### config.mk
export PLATFORM = sky130hd
export DESIGN_NAME = ps2_key_event_gen
export DESIGN_NICKNAME = d
export VERILOG_FILES = /design/src/rtl/ps2_key_event_gen.sv
export SDC_FILE = /design/constraint.sdc
export NUM_CORES = 1
export LEC_CHECK = 0
export CORE_MARGIN = 3
export CORE_UTILIZATION = 55
export CTS_CLUSTER_DIAMETER = 100
export DETAILED_ROUTE_END_ITERATION = 6
export GPL_TIMING_DRIVEN = 0
export PLACE_DENSITY = 0.73
export SETUP_SLACK_MARGIN = 0.4
export SYNTH_ARGS = -nofsm -noshare
export SYNTH_HDL_FRONTEND = slang
export SYNTH_SLANG_ARGS = --single-unit
### constraint.sdc
create_clock -name clk_sys -period 4 [get_ports clk_sys]
set_input_delay 0.8 -clock clk_sys [delete_from_list [all_inputs] [get_ports clk_sys]]
set_output_delay 0.8 -clock clk_sys [all_outputs]
set_load 0.005 [all_outputs]
### src/rtl/ps2_key_event_gen.sv
// PS/2 keyboard receiver: synchronises and de-glitches the raw lines, shifts 11-bit frames
// and turns scancode bytes into the 11-bit ps2_key event word.

module ps2_line_filter #(
    parameter int FILTER_LEN = 8
) (
    input  logic clk_sys,
    input  logic reset_n,
    input  logic line_in,
    output logic line_flt
);
    localparam int CW = $clog2(FILTER_LEN) + 1;

    logic [1:0]    sync_q;
    logic [CW-1:0] cnt_q;

    // Level only moves once the synced line has disagreed for FILTER_LEN samples in a row
    always_ff @(posedge clk_sys or negedge reset_n) begin
        if (!reset_n) begin
            sync_q   <= 2'b11;
            cnt_q    <= '0;
            line_flt <= 1'b1;
        end else begin
            sync_q <= {sync_q[0], line_in};
            if (sync_q[1] == line_flt) begin
                cnt_q <= '0;
            end else if (cnt_q == CW'(FILTER_LEN - 1)) begin
                line_flt <= sync_q[1];
                cnt_q    <= '0;
            end else begin
                cnt_q <= cnt_q + 1'b1;
            end
        end
    end
endmodule

module ps2_key_event_gen #(
    parameter int FILTER_LEN = 8,
    parameter int TIMEOUT    = 10816
) (
    input  logic        clk_sys,
    input  logic        reset_n,
    input  logic        ps2_clk_in,
    input  logic        ps2_data_in,
    output logic [10:0] ps2_key,
    output logic        frame_err,
    output logic        busy
);
    localparam int NUM_LINES = 2;

    typedef enum logic [1:0] {S_IDLE, S_SHIFT, S_CHECK} state_t;

    logic [NUM_LINES-1:0] raw_lines, flt_lines;
    logic                 clk_flt_q, strobe, bit_data;
    state_t               state_q, state_d;
    logic [9:0]           shreg_q;
    logic [3:0]           bitcnt_q;
    logic [15:0]          to_cnt_q;
    logic                 to_hit, frame_ok, byte_valid;
    logic [7:0]           rx_byte;
    logic                 rel_q, ext_q;
    logic [2:0]           skip_q;

    assign raw_lines = {ps2_data_in, ps2_clk_in};

    for (genvar i = 0; i < NUM_LINES; i++) begin : g_line
        ps2_line_filter #(.FILTER_LEN(FILTER_LEN)) u_flt (
            .clk_sys  (clk_sys),
            .reset_n  (reset_n),
            .line_in  (raw_lines[i]),
            .line_flt (flt_lines[i])
        );
    end

    always_ff @(posedge clk_sys or negedge reset_n) begin
        if (!reset_n) clk_flt_q <= 1'b1;
        else          clk_flt_q <= flt_lines[0];
    end

    assign strobe   = clk_flt_q & ~flt_lines[0];
    assign bit_data = flt_lines[1];
    assign to_hit   = (to_cnt_q == 16'(TIMEOUT - 1));
    assign rx_byte  = shreg_q[7:0];
    // shreg holds {stop, parity, data[7:0]} once all ten post-start bits are in
    assign frame_ok = (^shreg_q[8:0]) & shreg_q[9];

    always_ff @(posedge clk_sys or negedge reset_n) begin
        if (!reset_n) state_q <= S_IDLE;
        else          state_q <= state_d;
    end

    always_comb begin
        state_d = state_q;
        case (state_q)
            S_IDLE:  if (strobe && !bit_data) state_d = S_SHIFT;
            S_SHIFT: begin
                if (strobe) begin
                    if (bitcnt_q == 4'd10) state_d = S_CHECK;
                end else if (to_hit) begin
                    state_d = S_IDLE;
                end
            end
            S_CHECK: state_d = S_IDLE;
            default: state_d = S_IDLE;
        endcase
    end

    always_comb begin
        busy       = (state_q != S_IDLE);
        byte_valid = (state_q == S_CHECK) & frame_ok;
        frame_err  = ((state_q == S_CHECK) & ~frame_ok)
                   | ((state_q == S_SHIFT) & ~strobe & to_hit);
    end

    always_ff @(posedge clk_sys or negedge reset_n) begin
        if (!reset_n) begin
            shreg_q  <= '0;
            bitcnt_q <= '0;
            to_cnt_q <= '0;
        end else begin
            if (state_q != S_SHIFT || strobe) to_cnt_q <= '0;
            else                              to_cnt_q <= to_cnt_q + 16'd1;
            if (state_q == S_IDLE && strobe && !bit_data) begin
                bitcnt_q <= 4'd1;
            end else if (state_q == S_SHIFT && strobe) begin
                bitcnt_q <= bitcnt_q + 4'd1;
                shreg_q  <= {bit_data, shreg_q[9:1]};
            end
        end
    end

    // Prefix bytes (E0/F0/E1) only arm state; skip swallows the rest of the Pause sequence
    always_ff @(posedge clk_sys or negedge reset_n) begin
        if (!reset_n) begin
            ps2_key <= '0;
            rel_q   <= 1'b0;
            ext_q   <= 1'b0;
            skip_q  <= '0;
        end else if (byte_valid) begin
            if (skip_q != 3'd0) begin
                skip_q <= skip_q - 3'd1;
            end else begin
                case (rx_byte)
                    8'hE1: begin
                        skip_q <= 3'd7;
                        rel_q  <= 1'b0;
                        ext_q  <= 1'b0;
                    end
                    8'hE0: ext_q <= 1'b1;
                    8'hF0: rel_q <= 1'b1;
                    8'h00, 8'hAA, 8'hEE, 8'hFA, 8'hFC, 8'hFD, 8'hFE, 8'hFF: begin
                        rel_q <= 1'b0;
                        ext_q <= 1'b0;
                    end
                    default: begin
                        ps2_key <= {~ps2_key[10], ~rel_q, ext_q, rx_byte};
                        rel_q   <= 1'b0;
                        ext_q   <= 1'b0;
                    end
                endcase
            end
        end
    end
endmodule

After elaboration in Yosys (flattened, before gate mapping):

Cells that the tools add are included.
W data, S select, Z words.

* register bits: 63
* bits of input ports: 4
* output and inout port bits: 13
* word-level logic and storage cells: 99

* add/subtract/negate cells: 5
* equal/unequal tests: 22
* muxes and demuxes: 16
* bitwise logic cells: 19
* reduce and logical (&&, ||, !) cells: 22

Operators by type and width (number)
* $eq A8 B8 Y1 const B: 10
* $mux W4: 6
* $add A16 B1 Y16 const B: 1
* $eq A16 B14 Y1 const B: 1
* $mux W16: 1
* $add A4 B1 Y4 const B: 3
* $not A1 Y1: 12
* $reduce_and A3 Y1: 4
* $reduce_or A11 Y1: 1
* $reduce_xor A9 Y1: 1
* $eq A4 B3 Y1 const B: 2
* $logic_not A8 Y1: 1
* $mux W2: 4
* $reduce_and A2 Y1: 4
* $and A1 B1 Y1: 6
* $mux W3: 2
* $ne A3 B3 Y1 const B: 2
* $reduce_bool A2 Y1: 3
* $eq A4 B4 Y1 const B: 1
* $logic_and A1 B1 Y1: 4
* $pmux W1 S2: 2
* $pmux W2 S2: 1
* $reduce_bool A3 Y1: 1
* $sub A3 B1 Y3 const B: 1
* 9 further kinds: 10

Depth between registers and ports, before layout:

* depth after elaboration: 6
* mapped depth: 8
* gate-level depth less buffers: 7

Modules after synthesis:

From an unflattened synthesis, not the netlist that was laid out.

* cells, all modules: 269
* area total of the unflattened synthesis: 3060.4 µm²

By module, submodules not included
* ps2_key_event_gen: instances 1, cells each 231, area each 2482.4 µm², seq. area each 1227.4 µm²
* ps2_line_filter: instances 2, cells each 19, area each 289.0 µm², seq. area each 178.9 µm²

Worst setup path before layout:

No wires, ideal clock.

* kind: flip-flop to output port
* from: reg shreg_q[1]
* to: out frame_err
* arrival time: 1542 ps
* required time: 3200 ps
* path slack: 1658 ps
* stages on the path, launching flop included: 8
* path buffers: 0
* cell sequence: dfrtp_1 > inv_1 > ha_1 > xnor3_1 > xnor2_2 > nand2_1 > nand2_1 > o21ai_0

* word-level cells in the longest chain between the ends: 5

RTL lines
* start: declaration: line 56 `logic [9:0] shreg_q;`
* start signal: assignment: line 127 `shreg_q <= {bit_data, shreg_q[9:1]};`
* $reduce_xor A9 Y1: line 85 `assign frame_ok = (^shreg_q[8:0]) & shreg_q[9];`
* $and A1 B1 Y1: line 85
* $not A1 Y1: line 111 `frame_err = ((state_q == S_CHECK) & ~frame_ok)`
* $and A1 B1 Y1: line 111
* $or A1 B1 Y1: line 112 `| ((state_q == S_SHIFT) & ~strobe & to_hit);`
* end: declaration: line 46 `output logic frame_err,`

No other way between the ends.

Worst setup path in the final report:

Ends and elaborated chain as after synthesis.

==> results.sh <==
export IMPL_initial_utilization_pct=57.9
export IMPL_synthesis_area_um2=3000
export IMPL_boundaryPins=17
export IMPL_yosys_cell_types=39
export IMPL_required_ns=3.20
export IMPL_cts_tree="done"
export IMPL_report_final_hold_viol_count=0
export IMPL_ff2ff_setup_slack_ns=1.53
export IMPL_place_inst=353
export IMPL_finalCritPeriodShare_pct=83.0
export IMPL_floorplan_die_height_um=79.8
export IMPL_setup_viol_count_final=0
export IMPL_dominantRegCellSynth="sky130_fd_sc_hd__dfrtp_1"
export IMPL_totalWireLength_mm=5.21
export IMPL_cts_clk_slew_worst_paths_ns=0.07
export IMPL_whs_ns=0.358
export IMPL_post_synth_xor_area_fraction_pct=7.44
export IMPL_fp_dieW_um=79.8
export IMPL_synthesis_area_per_instance_um2=11.3
export IMPL_rr_startpoint="shreg_q[1]"
export IMPL_timing_clock_skew_ns=0.00524
export IMPL_rsz0062_at_grt="false"
export IMPL_min_to="g_line[0].u_flt.sync_q[1]"
export IMPL_cts_repair_resized=0
export IMPL_numCtsBuffers=9
export IMPL_synth_adder_area_share_pct=8.35
export IMPL_finalNonFillerCells=369
export IMPL_synth_edf_count=0
export IMPL_holdCritStartpoint="g_line[0].u_flt.sync_q[0]"
export IMPL_count_of_nets_left_with_antenna_violations_after_detail_routing=0
export IMPL_r2r_cells=8
export IMPL_design_die_area_um2=6370
export IMPL_cts_hold_repair_buffers=0
export IMPL_fp_coreArea_um2=5170
export IMPL_route_detailed_wl_per_inst_um=14.1
export IMPL_hold_class="reg2reg"
export IMPL_finalWeightedCongestion=0.825
export IMPL_area_share_of_the_largest_cell_type_after_synthesis_pct=46.8
export IMPL_root_driver="sky130_fd_sc_hd__clkbuf_8"
export IMPL_vias_in_the_first_global_route=2058
export IMPL_grtUsageTotal_pct=19.5
export IMPL_final_fill_count=408
export IMPL_buffer_ports_inserted=16
export IMPL_status="complete, no violations"
export IMPL_timing_final_max_slew_violations=0
export IMPL_dr_total_vias=1977
export IMPL_netlist_instances=266
export IMPL_synthesis_nets=290
export IMPL_hold_path_depth=0
export IMPL_design_power_total_mw=1.60
export IMPL_post_cts_setup_buffers=0
export IMPL_dr_pass1_iters=4
export IMPL_max_vdd_ir_drop_uv=360
export IMPL_critPathLaunchType="register"
export IMPL_endpoint_kind="output port"
export IMPL_highest_clock_rate_mhz=301
export IMPL_synth_largest_area_cell="sky130_fd_sc_hd__dfrtp_1"
export IMPL_seq_area_frac_synth_pct=52.9
export IMPL_synth_seq_cells=63
export IMPL_synth_async_reset_ratio_pct=100
export IMPL_layout_area_overhead_vs_synth_pct=15.1
export IMPL_synth_top_family_by_area="simple AND/OR/NAND/NOR gates"
export IMPL_gr_total_overflow=0
export IMPL_final_hpwl_from_detailed_placement_mm=3.63
export IMPL_number_of_clock_sinks=63
export IMPL_detailedRoute_firstIterationViolations=100
export IMPL_synth_top_cells_by_area="sky130_fd_sc_hd__dfrtp_1 (47%), sky130_fd_sc_hd__ha_1 (8.4%), sky130_fd_sc_hd__dfstp_2 (6.1%)"
export IMPL_rr_endpoint="ps2_key[5]"
export IMPL_antenna_violations_before_repair=0
export IMPL_setup_cp_type="reg2out"
export IMPL_cap_violations=0
export IMPL_longest_clk_path_bufs=2
export IMPL_antenna_cells=0
export IMPL_timing_worst_slew_pin_value_ns=0.645
export IMPL_route_detailed_vias_per_inst=5.36
export IMPL_fraction_of_the_mapped_netlist_area_in_compound_gates_pct=5.43
export IMPL_totalNegativeSetupSlack_ns=0
export IMPL_num_rows=26
export IMPL_critical_path_max_fanout=5
export IMPL_clk_latency_ns=0.34
export IMPL_p_leak_nw=1.61
export IMPL_timing_final_crit_period_ns=3.32
export IMPL_critPathArrivalTime_ns=2.52
export IMPL_drc_errors=0
export IMPL_cellPowerDensity_nw_per_um2=464
export IMPL_yosysWarningCount=0
export IMPL_layout_nets=318
export IMPL_max_slew_headroom_at_the_worst_pin_pct=57.0
export IMPL_layout_area_seq_um2=1590
export IMPL_grt_max_degree=36
export IMPL_cts_htree_levels=3
export IMPL_drive_above_1_share_pct=14.4
export IMPL_grt_pass1_wl_mm=9.29
export IMPL_area_fraction_in_and_or_nand_and_nor_cells_after_synthesis_pct=16.9
export IMPL_synth_mux_area_fraction_pct=6.60
export IMPL_multi_input_comb_area_um2=1340
-- critical path, cell delays in order (launching register included) --
cell,delay [ns]
sky130_fd_sc_hd__dfrtp_1,0.41
sky130_fd_sc_hd__inv_1,0.10
sky130_fd_sc_hd__ha_1,0.29
sky130_fd_sc_hd__xnor3_1,0.42
sky130_fd_sc_hd__xnor2_2,0.18
sky130_fd_sc_hd__nand2_1,0.09
sky130_fd_sc_hd__nand2_1,0.05
sky130_fd_sc_hd__o21ai_0,0.10
sky130_fd_sc_hd__clkdlybuf4s50_1,0.54
-- power breakdown --
| part | switching, mW | leakage, nW | internal (mW) |
|---|---|---|---|
| registers | 0.0743 | 0.841 | 0.724 |
| logic | 0.154 | 0.671 | 0.109 |
| clock network | 0.238 | 0.100 | 0.302 |
-- layer usage --
layer  global-route usage [%]  routed length (um)
met1                     24.2                2410
met2                     30.7                2470
met5                        0                   0
met4                     13.0                 150
met3                     3.84                 183
-- synthesized netlist by cell type (7+ instances only) --
cell and n:
sky130_fd_sc_hd__nand4_1 8, sky130_fd_sc_hd__o21ai_0 18, sky130_fd_sc_hd__nor2_1 26, sky130_fd_sc_hd__mux2_4 8, sky130_fd_sc_hd__dfrtp_1 56, sky130_fd_sc_hd__nor3_1 7, sky130_fd_sc_hd__ha_1 20, sky130_fd_sc_hd__nand3_1 9
sky130_fd_sc_hd__nand2_1 27, sky130_fd_sc_hd__xnor2_1 8, sky130_fd_sc_hd__inv_1 13, sky130_fd_sc_hd__dfstp_2 7, sky130_fd_sc_hd__xor2_1 13
-- area by class of cell --
type                            instances  share of cell area [%]
Buffer                                  4                   0.653
Tap cell                               70                    2.54
Sequential cell                        63                    46.0
Timing Repair Buffer                   17                    5.08
Clock buffer                           12                    4.21
Inverter                               13                    1.42
Clock inverter                          4                    1.31
Multi-Input combinational cell        186                    38.8
-- cell families after synthesis --
kind of cell | count (synthesis)
compound gates | 29
xor+xnor | 23
fa+ha+maj | 20
buf+inv | 17
flops | 63
mux | 15
simple gates | 99
-- how the worst max path moves through the flow --
stage,startpoint,endpoint,cells past startpoint
floorplan,shreg_q[1],frame_err,7
global placement,reset_n,g_line[0].u_flt.cnt_q[0],1
detailed placement,shreg_q[1],frame_err,8
CTS,shreg_q[1],frame_err,8
global route,shreg_q[1],frame_err,8
finish,shreg_q[1],frame_err,8
-- flip-flops by register name, indices dropped and copies added (netlist names) --
name	count
to_cnt_q	16
ps2_key	11
shreg_q	10
g_line.u_flt.cnt_q	8
bitcnt_q	4
g_line.u_flt.sync_q	4
skip_q	3
g_line.u_flt.line_flt	2
state_q	2
clk_flt_q	1
ext_q	1
rel_q	1
-- per-stage QoR --
stage / instance area, um2 / worst slack (ns) / util [%]
2_1_floorplan: 3000 / 1.66 / -
3_3_place_gp: 3240 / 0.148 / 62.7
3_5_place_dp: 3260 / 1.05 / 63.0
4_1_cts: 3450 / 0.650 / 66.7
5_1_grt: 3450 / 0.533 / 66.7
6_report: 3450 / 0.680 / 66.7
-- layout by cell type (no fill, tap or decap), types with 3 or more instances in the layout --
| cell | n |
|---|---|
| sky130_fd_sc_hd__dfrtp_1 | 56 |
| sky130_fd_sc_hd__nand2_1 | 27 |
| sky130_fd_sc_hd__nor2_1 | 26 |
| sky130_fd_sc_hd__ha_1 | 20 |
| sky130_fd_sc_hd__o21ai_0 | 18 |
| sky130_fd_sc_hd__clkdlybuf4s50_1 | 15 |
| sky130_fd_sc_hd__inv_1 | 13 |
| sky130_fd_sc_hd__xor2_1 | 13 |
| sky130_fd_sc_hd__clkbuf_8 | 10 |
| sky130_fd_sc_hd__nand3_1 | 9 |
| sky130_fd_sc_hd__xnor2_1 | 8 |
| sky130_fd_sc_hd__nand4_1 | 8 |
| sky130_fd_sc_hd__mux2_4 | 8 |
| sky130_fd_sc_hd__nor3_1 | 7 |
| sky130_fd_sc_hd__dfstp_2 | 7 |
| sky130_fd_sc_hd__mux2_2 | 6 |
| sky130_fd_sc_hd__nor2b_1 | 5 |
| sky130_fd_sc_hd__clkbuf_1 | 5 |
| sky130_fd_sc_hd__a21oi_1 | 5 |
| sky130_fd_sc_hd__and3_1 | 4 |
| sky130_fd_sc_hd__clkinv_2 | 3 |
Note: power is estimated with default switching activity, not from simulation.
